[src/rtl/mem_pkg.sv]
// ============================================================================
// Module      : mem_pkg
// Description : Shared definitions for the memory arbiter, its address checker
//               and MemCtl: FSM state encoding, requester identifiers and
//               word-geometry helpers (WORD_BYTES, alignment mask).
// Revision    : 1.0 - initial release
// ============================================================================
`default_nettype none

package mem_pkg;

    // Arbiter FSM state encoding
    typedef enum logic [1:0] {
        ST_IDLE   = 2'd0,
        ST_ACCESS = 2'd1,
        ST_DONE   = 2'd2
    } state_t;

    // Requester identity (also used as round-robin history)
    typedef enum logic {
        OWN_IF = 1'b0,
        OWN_LS = 1'b1
    } owner_t;

    // Number of bytes in one memory word (WORD_BYTES)
    function automatic int unsigned word_bytes(input int unsigned data_width,
                                               input int unsigned byte_width);
        return data_width / byte_width;
    endfunction

    // Low-order byte-address bits that must be zero for an aligned word
    function automatic int unsigned align_mask(input int unsigned data_width,
                                               input int unsigned byte_width);
        return word_bytes(data_width, byte_width) - 1;
    endfunction

endpackage

`default_nettype wire

[src/rtl/mem_addr_check.sv]
// ============================================================================
// Module      : mem_addr_check
// Description : Combinational access-fault detector. Flags a byte address
//               that is not word aligned or whose word does not lie fully
//               inside the 0..SIZE-1 window.
// Ports       : i_addr  byte address under test
//               o_err   1 = misaligned or out of range
// Revision    : 1.0 - initial release
// ============================================================================
`default_nettype none

module mem_addr_check
    import mem_pkg::*;
#(
    parameter int ADDR_WIDTH = 32,
    parameter int DATA_WIDTH = 32,
    parameter int BYTE_WIDTH = 8,
    parameter int SIZE       = 256
) (
    input  logic [ADDR_WIDTH-1:0] i_addr,
    output logic                  o_err
);

    localparam int unsigned c_WORD_BYTES = word_bytes(DATA_WIDTH, BYTE_WIDTH);

    localparam logic [ADDR_WIDTH-1:0] c_MASK =
        ADDR_WIDTH'(align_mask(DATA_WIDTH, BYTE_WIDTH));

    // Highest byte address at which a whole word still fits
    localparam logic [ADDR_WIDTH-1:0] c_LAST_WORD =
        ADDR_WIDTH'(SIZE - int'(c_WORD_BYTES));

    logic w_misaligned;
    logic w_out_of_range;

    assign w_misaligned   = (i_addr & c_MASK) != '0;
    assign w_out_of_range = i_addr > c_LAST_WORD;
    assign o_err          = w_misaligned | w_out_of_range;

endmodule

`default_nettype wire

[src/rtl/mem_arbiter.sv]
// ============================================================================
// Module      : mem_arbiter
// Description : Round-robin arbiter/sequencer sharing one MemCtl between the
//               instruction-fetch port (read only) and the load/store port.
//               A granted access holds mem_op for MEM_LATENCY cycles, then
//               samples mem_data_r and pulses the owner's ack for one cycle.
//               Misaligned or out-of-range accesses are answered locally with
//               err=1 and never reach MemCtl.
// Ports       : sys_clk, sys_rst (sync, active-low)
//               if_req/if_addr -> if_ack/if_rdata/if_err
//               ls_req/ls_we/ls_addr/ls_wdata -> ls_ack/ls_rdata/ls_err
//               mem_op/mem_rw/mem_addr/mem_data_w -> MemCtl, mem_data_r <-
//               busy : FSM not in IDLE
// Revision    : 1.0 - initial release
// ============================================================================
`default_nettype none

module mem_arbiter
    import mem_pkg::*;
#(
    parameter int ADDR_WIDTH  = 32,
    parameter int DATA_WIDTH  = 32,
    parameter int BYTE_WIDTH  = 8,
    parameter int SIZE        = 256,
    parameter int MEM_LATENCY = 2
) (
    input  logic                  sys_clk,
    input  logic                  sys_rst,
    // instruction-fetch port
    input  logic                  if_req,
    input  logic [ADDR_WIDTH-1:0] if_addr,
    output logic                  if_ack,
    output logic [DATA_WIDTH-1:0] if_rdata,
    output logic                  if_err,
    // load/store port
    input  logic                  ls_req,
    input  logic                  ls_we,
    input  logic [ADDR_WIDTH-1:0] ls_addr,
    input  logic [DATA_WIDTH-1:0] ls_wdata,
    output logic                  ls_ack,
    output logic [DATA_WIDTH-1:0] ls_rdata,
    output logic                  ls_err,
    // MemCtl side
    output logic                  mem_op,
    output logic                  mem_rw,
    output logic [ADDR_WIDTH-1:0] mem_addr,
    output logic [DATA_WIDTH-1:0] mem_data_w,
    input  logic [DATA_WIDTH-1:0] mem_data_r,
    // status
    output logic                  busy
);

    // Counter wide enough to hold MEM_LATENCY-1 (at least one bit)
    localparam int c_CNT_W = (MEM_LATENCY > 1) ? $clog2(MEM_LATENCY) : 1;
    localparam logic [c_CNT_W-1:0] c_CNT_LOAD = c_CNT_W'(MEM_LATENCY - 1);

    state_t                r_state;
    state_t                w_next_state;
    owner_t                r_owner;
    owner_t                r_rr_last;
    logic                  r_rw;
    logic [ADDR_WIDTH-1:0] r_addr;
    logic [DATA_WIDTH-1:0] r_wdata;
    logic [c_CNT_W-1:0]    r_cnt;
    logic [DATA_WIDTH-1:0] r_if_rdata;
    logic [DATA_WIDTH-1:0] r_ls_rdata;
    logic                  r_if_err;
    logic                  r_ls_err;

    logic                  w_gnt_if;
    logic                  w_gnt_ls;
    logic                  w_grant;
    logic [ADDR_WIDTH-1:0] w_gnt_addr;
    logic                  w_addr_err;
    logic                  w_cnt_zero;

    // ------------------------------------------------------------------------
    // Arbitration: on a tie the port that was not served last wins.
    // ------------------------------------------------------------------------
    assign w_gnt_if   = if_req && (!ls_req || (r_rr_last == OWN_LS));
    assign w_gnt_ls   = ls_req && !w_gnt_if;
    assign w_grant    = w_gnt_if | w_gnt_ls;
    assign w_gnt_addr = w_gnt_ls ? ls_addr : if_addr;
    assign w_cnt_zero = (r_cnt == '0);

    // The winner's address is checked before it is registered so a faulting
    // access goes straight to DONE and MemCtl never sees it.
    mem_addr_check #(
        .ADDR_WIDTH (ADDR_WIDTH),
        .DATA_WIDTH (DATA_WIDTH),
        .BYTE_WIDTH (BYTE_WIDTH),
        .SIZE       (SIZE)
    ) u_addr_check (
        .i_addr (w_gnt_addr),
        .o_err  (w_addr_err)
    );

    // ------------------------------------------------------------------------
    // FSM state register
    // ------------------------------------------------------------------------
    always_ff @(posedge sys_clk) begin
        if (!sys_rst) begin
            r_state <= ST_IDLE;
        end else begin
            r_state <= w_next_state;
        end
    end

    // ------------------------------------------------------------------------
    // FSM next state and outputs
    // ------------------------------------------------------------------------
    always_comb begin
        w_next_state = r_state;
        mem_op       = 1'b0;
        mem_rw       = 1'b0;
        mem_addr     = '0;
        mem_data_w   = '0;
        if_ack       = 1'b0;
        ls_ack       = 1'b0;
        busy         = 1'b1;

        case (r_state)
            ST_IDLE: begin
                busy = 1'b0;
                if (w_grant) begin
                    w_next_state = w_addr_err ? ST_DONE : ST_ACCESS;
                end
            end
            ST_ACCESS: begin
                mem_op     = 1'b1;
                mem_rw     = r_rw;
                mem_addr   = r_addr;
                mem_data_w = r_wdata;
                if (w_cnt_zero) begin
                    w_next_state = ST_DONE;
                end
            end
            ST_DONE: begin
                if_ack       = (r_owner == OWN_IF);
                ls_ack       = (r_owner == OWN_LS);
                w_next_state = ST_IDLE;
            end
            default: begin
                w_next_state = ST_IDLE;
            end
        endcase
    end

    // Per-port result registers hold their value between acks
    assign if_rdata = r_if_rdata;
    assign if_err   = r_if_err;
    assign ls_rdata = r_ls_rdata;
    assign ls_err   = r_ls_err;

    // ------------------------------------------------------------------------
    // Datapath: request capture, latency counter, read-data capture
    // ------------------------------------------------------------------------
    always_ff @(posedge sys_clk) begin
        if (!sys_rst) begin
            r_owner    <= OWN_IF;
            r_rr_last  <= OWN_LS;   // first tie goes to the fetch port
            r_rw       <= 1'b0;
            r_addr     <= '0;
            r_wdata    <= '0;
            r_cnt      <= '0;
            r_if_rdata <= '0;
            r_ls_rdata <= '0;
            r_if_err   <= 1'b0;
            r_ls_err   <= 1'b0;
        end else begin
            case (r_state)
                ST_IDLE: begin
                    if (w_grant) begin
                        r_owner   <= w_gnt_ls ? OWN_LS : OWN_IF;
                        r_rr_last <= w_gnt_ls ? OWN_LS : OWN_IF;
                        r_rw      <= w_gnt_ls & ls_we;
                        r_addr    <= w_gnt_addr;
                        r_wdata   <= w_gnt_ls ? ls_wdata : '0;
                        r_cnt     <= c_CNT_LOAD;
                        if (w_gnt_ls) begin
                            r_ls_err <= w_addr_err;
                            // stores (faulting or not) return zero data
                            if (ls_we) begin
                                r_ls_rdata <= '0;
                            end
                        end else begin
                            r_if_err <= w_addr_err;
                        end
                    end
                end
                ST_ACCESS: begin
                    if (w_cnt_zero) begin
                        if (!r_rw) begin
                            if (r_owner == OWN_LS) begin
                                r_ls_rdata <= mem_data_r;
                            end else begin
                                r_if_rdata <= mem_data_r;
                            end
                        end
                    end else begin
                        r_cnt <= r_cnt - 1'b1;
                    end
                end
                default: begin
                end
            endcase
        end
    end

endmodule

`default_nettype wire

[config.mk]
export PLATFORM = sky130hd
export DESIGN_NAME = mem_arbiter
export DESIGN_NICKNAME = d
export VERILOG_FILES = /design/src/rtl/mem_pkg.sv /design/src/rtl/mem_addr_check.sv /design/src/rtl/mem_arbiter.sv
export SDC_FILE = /design/constraint.sdc
export NUM_CORES = 1
export LEC_CHECK = 0
export CORE_MARGIN = 3
export CORE_UTILIZATION = 25
export DETAILED_ROUTE_END_ITERATION = 7
export MAX_ROUTING_LAYER = met4
export PLACE_DENSITY_LB_ADDON = 0.15
export SYNTH_ARGS = -nofsm -noshare
export SYNTH_HDL_FRONTEND = slang
export SYNTH_SLANG_ARGS = --single-unit
export TNS_END_PERCENT = 5
[constraint.sdc]
create_clock -name sys_clk -period 2.2 [get_ports sys_clk]
set_clock_uncertainty 0.05 [all_clocks]
set_input_delay 0.44 -clock sys_clk [delete_from_list [all_inputs] [get_ports sys_clk]]
set_output_delay 0.44 -clock sys_clk [all_outputs]
set_load 0.01 [all_outputs]
==> Flow_metrics.wiki <==
{| class="wikitable"
! Metric !! Value
|-
| Total Wirelength || 21550 µm
|-
| Post-synth net total || 810
|-
| Root cell of the clock tree || clkbuf_16
|-
| Cell taking the most area after synthesis || dfxtp_1
|-
| Multiplexer share of the synthesized area || 4.634%
|-
| Clock transition at the registers of the reported paths || 0.06 ns
|-
| Arrival @ worst endpoint || 1.67 ns
|-
| Final hold violations || 0
|-
| Vias per cell || 4.599
|-
| Final critical-path share of the clock period || 98.16%
|-
| Simple-gate area share of the yosys netlist || 24.72%
|-
| Initial DRC Count || 240
|-
| TritonCTS clock tree || yes
|-
| FF+latch area || 0.002726 mm²
|-
| Number of input and output port buffers inserted || 267
|-
| Number of inserted diodes || 0
|-
| # rows || 55
|-
| Cell area after synthesis || 0.005832 mm²
|-
| Flop and latch count out of synthesis || 136
|-
| Setup repair after global routing missed its margin || yes
|-
| Detailed Routing Iterations Pass 1 || 4
|-
| Filler Cell Count || 2299
|-
| Data required time of the critical path || 1.71 ns
|-
| Antenna violations before repair || 0
|-
| Total half-perimeter wirelength after legalization and detailed placement || 14680 µm
|-
| Share of the core filled with cells || 42.21%
|-
| Leading register cell type out of synthesis || dfxtp_1
|-
| Number of DRC violations after detailed routing || 0
|-
| Top-Level Pins || 268
|-
| Area of the core || 0.02278 mm²
|-
| Proportion of synthesized chip area in sequential cells || 46.69%
|-
| Number of nets with antenna violations after detailed routing || 0
|-
| Fraction of final layout cells with drive strength greater than 1 || 10.19%
|-
| Count of synthesis-stage warnings from yosys || 0
|-
| Depth of the worst register-to-register path || 4
|-
| Chip Width || 158.7 µm
|-
| GPL Wtd Cong || 0.7815
|-
| Transition at the pin with the smallest max-transition slack || 0.8654 ns
|-
| Clock insertion delay at the later pin of the skew report || 0.40 ns
|-
| Reg-to-Reg Start || r_state[0]
|-
| Classification of the worst-slack hold path || reg2reg
|-
| Largest net degree at the start of global routing || 55
|-
| Multi-input gate area || 0.002859 mm²
|-
| Number of vias in the routed layout || 5818
|-
| Register-to-Register Setup Slack || 0.11 ns
|-
| Die H || 158.7 µm
|-
| Synthesized instance count || 677
|-
| Clock sink total || 136
|-
| Initial standard-cell utilization of the core || 25.60%
|-
| Area share of the largest cell type after synthesis || 46.69%
|-
| Count of flip-flops with a built-in enable after synthesis || 0
|-
| Most instantiated cells after synthesis || 136 x dfxtp_1, 80 x nor2_1, 67 x a21oi_1, 66 x and2_1, 66 x nand2_1
|-
| Area of the die || 0.02520 mm²
|-
| Number of endpoints failing setup at the final stage || 0
|-
| Max VDD drop || 0.4257 mV
|-
| Total clock buffers created by CTS || 17
|-
| Synth Area per Inst || 8.614 µm²
|-
| Launching instance or port of the critical path || r_state[1]
|-
| Vias in the first global route || 5885
|-
| Most instantiated library cell after synthesis || dfxtp_1
|-
| Fin nets || 1074
|-
| FMAX || 0.4631 GHz
|-
| Worst R2R End || ls_rdata[9]
|-
| Leading post-synthesis cells by cell area || dfxtp_1 47%, and2_1 7.1%, a21oi_1 5.7%
|-
| GRT Overall Usage || 17.04%
|-
| Main combinational cell family by area after synthesis || simple AND/OR/NAND/NOR gates
|-
| CP max FO || 20
|-
| Final min period || 2.160 ns
|-
| XOR/XNOR Fraction of Synth Area || 0%
|-
| Reported leakage power || 3.604 nW
|-
| Final Max Slew Viols || 0
|-
| Slew margin rel. || 42.30%
|-
| Post-DR wirelength/cell || 17.04 µm
|-
| Arithmetic-cell share of the synthesized area counting full adders, half adders and majority gates || 0%
|-
| Maximum clock path buffer count || 2
|-
| First-pass GRT wire length || 33670 µm
|-
| CTS H-tree depth || 4
|-
| Kind of end point of the critical path || primary output
|-
| Type of the setup path with the least slack || reg2out
|-
| Maximum Capacitance Violations || 0
|-
| Pwr per Cell Area || 647.2 mW/mm²
|-
| Run status || finished, final reports clean
|-
| Ys async rst share || 0%
|-
| Total global routing overflow || 0
|-
| Worst slack, placed || -0.1084 ns
|-
| Minimum setup slack in the final design || 0.04049 ns
|-
| Compound-cell area share of the yosys netlist || 18.62%
|-
| Area delta synth->final || 64.86%
|-
| Destination of the critical timing path || mem_addr[7]
|-
| CP Launch Type || register
|-
| Synth unique cells || 37
|-
| Hold path depth || 2
|}
final cells by class:
type | instances | share of cell area [%]
Timing Repair Buffer | 305 | 31.70
Multi-Input combinational cell | 477 | 29.74
Sequential cell | 136 | 28.36
Clock buffer | 18 | 4.568
Tap cell | 313 | 4.073
Clock inverter | 12 | 1.353
Inverter | 4 | 0.2082
registers in the layout, indices dropped and copies added (netlist names):
signal     cells
if_err         1
if_rdata      32
ls_err         1
ls_rdata      32
r_addr        32
r_cnt          1
r_owner        1
r_rr_last      1
r_rw           1
r_state        2
r_wdata       32
logic make-up after synthesis:
| family | Yosys count |
|---|---|
| muxes | 27 |
| and+or+nand+nor | 273 |
| buffers and inverters | 65 |
| DFF | 136 |
| AOI/OAI and AO/OA | 176 |
critical path: stages (launching register included):
cell           delay, ns
dfxtp_4             0.36
nand2b_4            0.14
inv_4               0.05
buf_4               0.13
buf_12              0.14
and2_1              0.15
dlygate4sd2_1       0.28
worst min path at each step:
stage | to | start
global route | if_rdata[30] | if_rdata[30]
floorplan | r_rr_last | r_rr_last
global placement | if_rdata[7] | if_rdata[7]
CTS | if_rdata[27] | if_rdata[27]
detailed placement | if_rdata[27] | if_rdata[27]
finish | if_rdata[30] | if_rdata[30]
per-stage QoR:
stage	hold WS (ns)	setup TNS (ns)	cell area, µm²	cells	total power, mW
5_1_grt	0.4212	-0.04343	9614	1265	6.506
2_1_floorplan	0.4025	0	5832	677	3.011
3_5_place_dp	0.3964	-2.491	9054	1231	3.476
3_3_place_gp	0.3931	-1.301	9054	1231	3.475
6_report	0.4042	0	9614	1265	6.223
4_1_cts	0.4049	0	9629	1264	6.323
power by group:
group          leakage [nW]  switching [mW]  total [mW]  internal [mW]
clock                 0.277            1.11        2.80           1.68
sequential             1.11          0.0452        2.60           2.56
combinational          2.22           0.390       0.820          0.430
routing by layer:
layer	share of wire (%)	wire (µm)	global-route usage, %	vias to the layer above
met5	0	0	-	-
met4	0.89	191	3.780	0
li1	-	-	-	2922
met3	5.9	1273	4.461	11
met1	47	10130	22.46	2707
met2	46	9957	26.42	178
layout by cell type, fill, tap and decap left out, drive strengths merged, types with 2 or more instances in the layout:
cell type,instances
mux2i,27
buf,38
nand4b,32
dfxtp,136
a31oi,2
inv,4
o22ai,2
a211oi,26
nand2,66
clkdlybuf4s15,28
nor4,13
clkinvlp,2
dlygate4sd2,28
clkinv,8
o221ai,6
and3,2
nor2,81
a21oi,68
nor3b,2
clkdlybuf4s50,198
nand4,3
o21ai,36
a22oi,33
clkbuf,31
and2,66
nand3,2
nand2b,3
bufinv,2
repair_timing:
| item | 4_1_cts | 5_1_grt |
|---|---|---|
| buffers inserted | 2 | 0 |
| hold buffers | 0 | 0 |
| pin swaps | 0 | 1 |
| setup endpoints to repair | 69 | 73 |
| cloned | 1 | 1 |
| gates resized for setup | 90 | 41 |
Note: power is estimated with default switching activity, not from simulation.
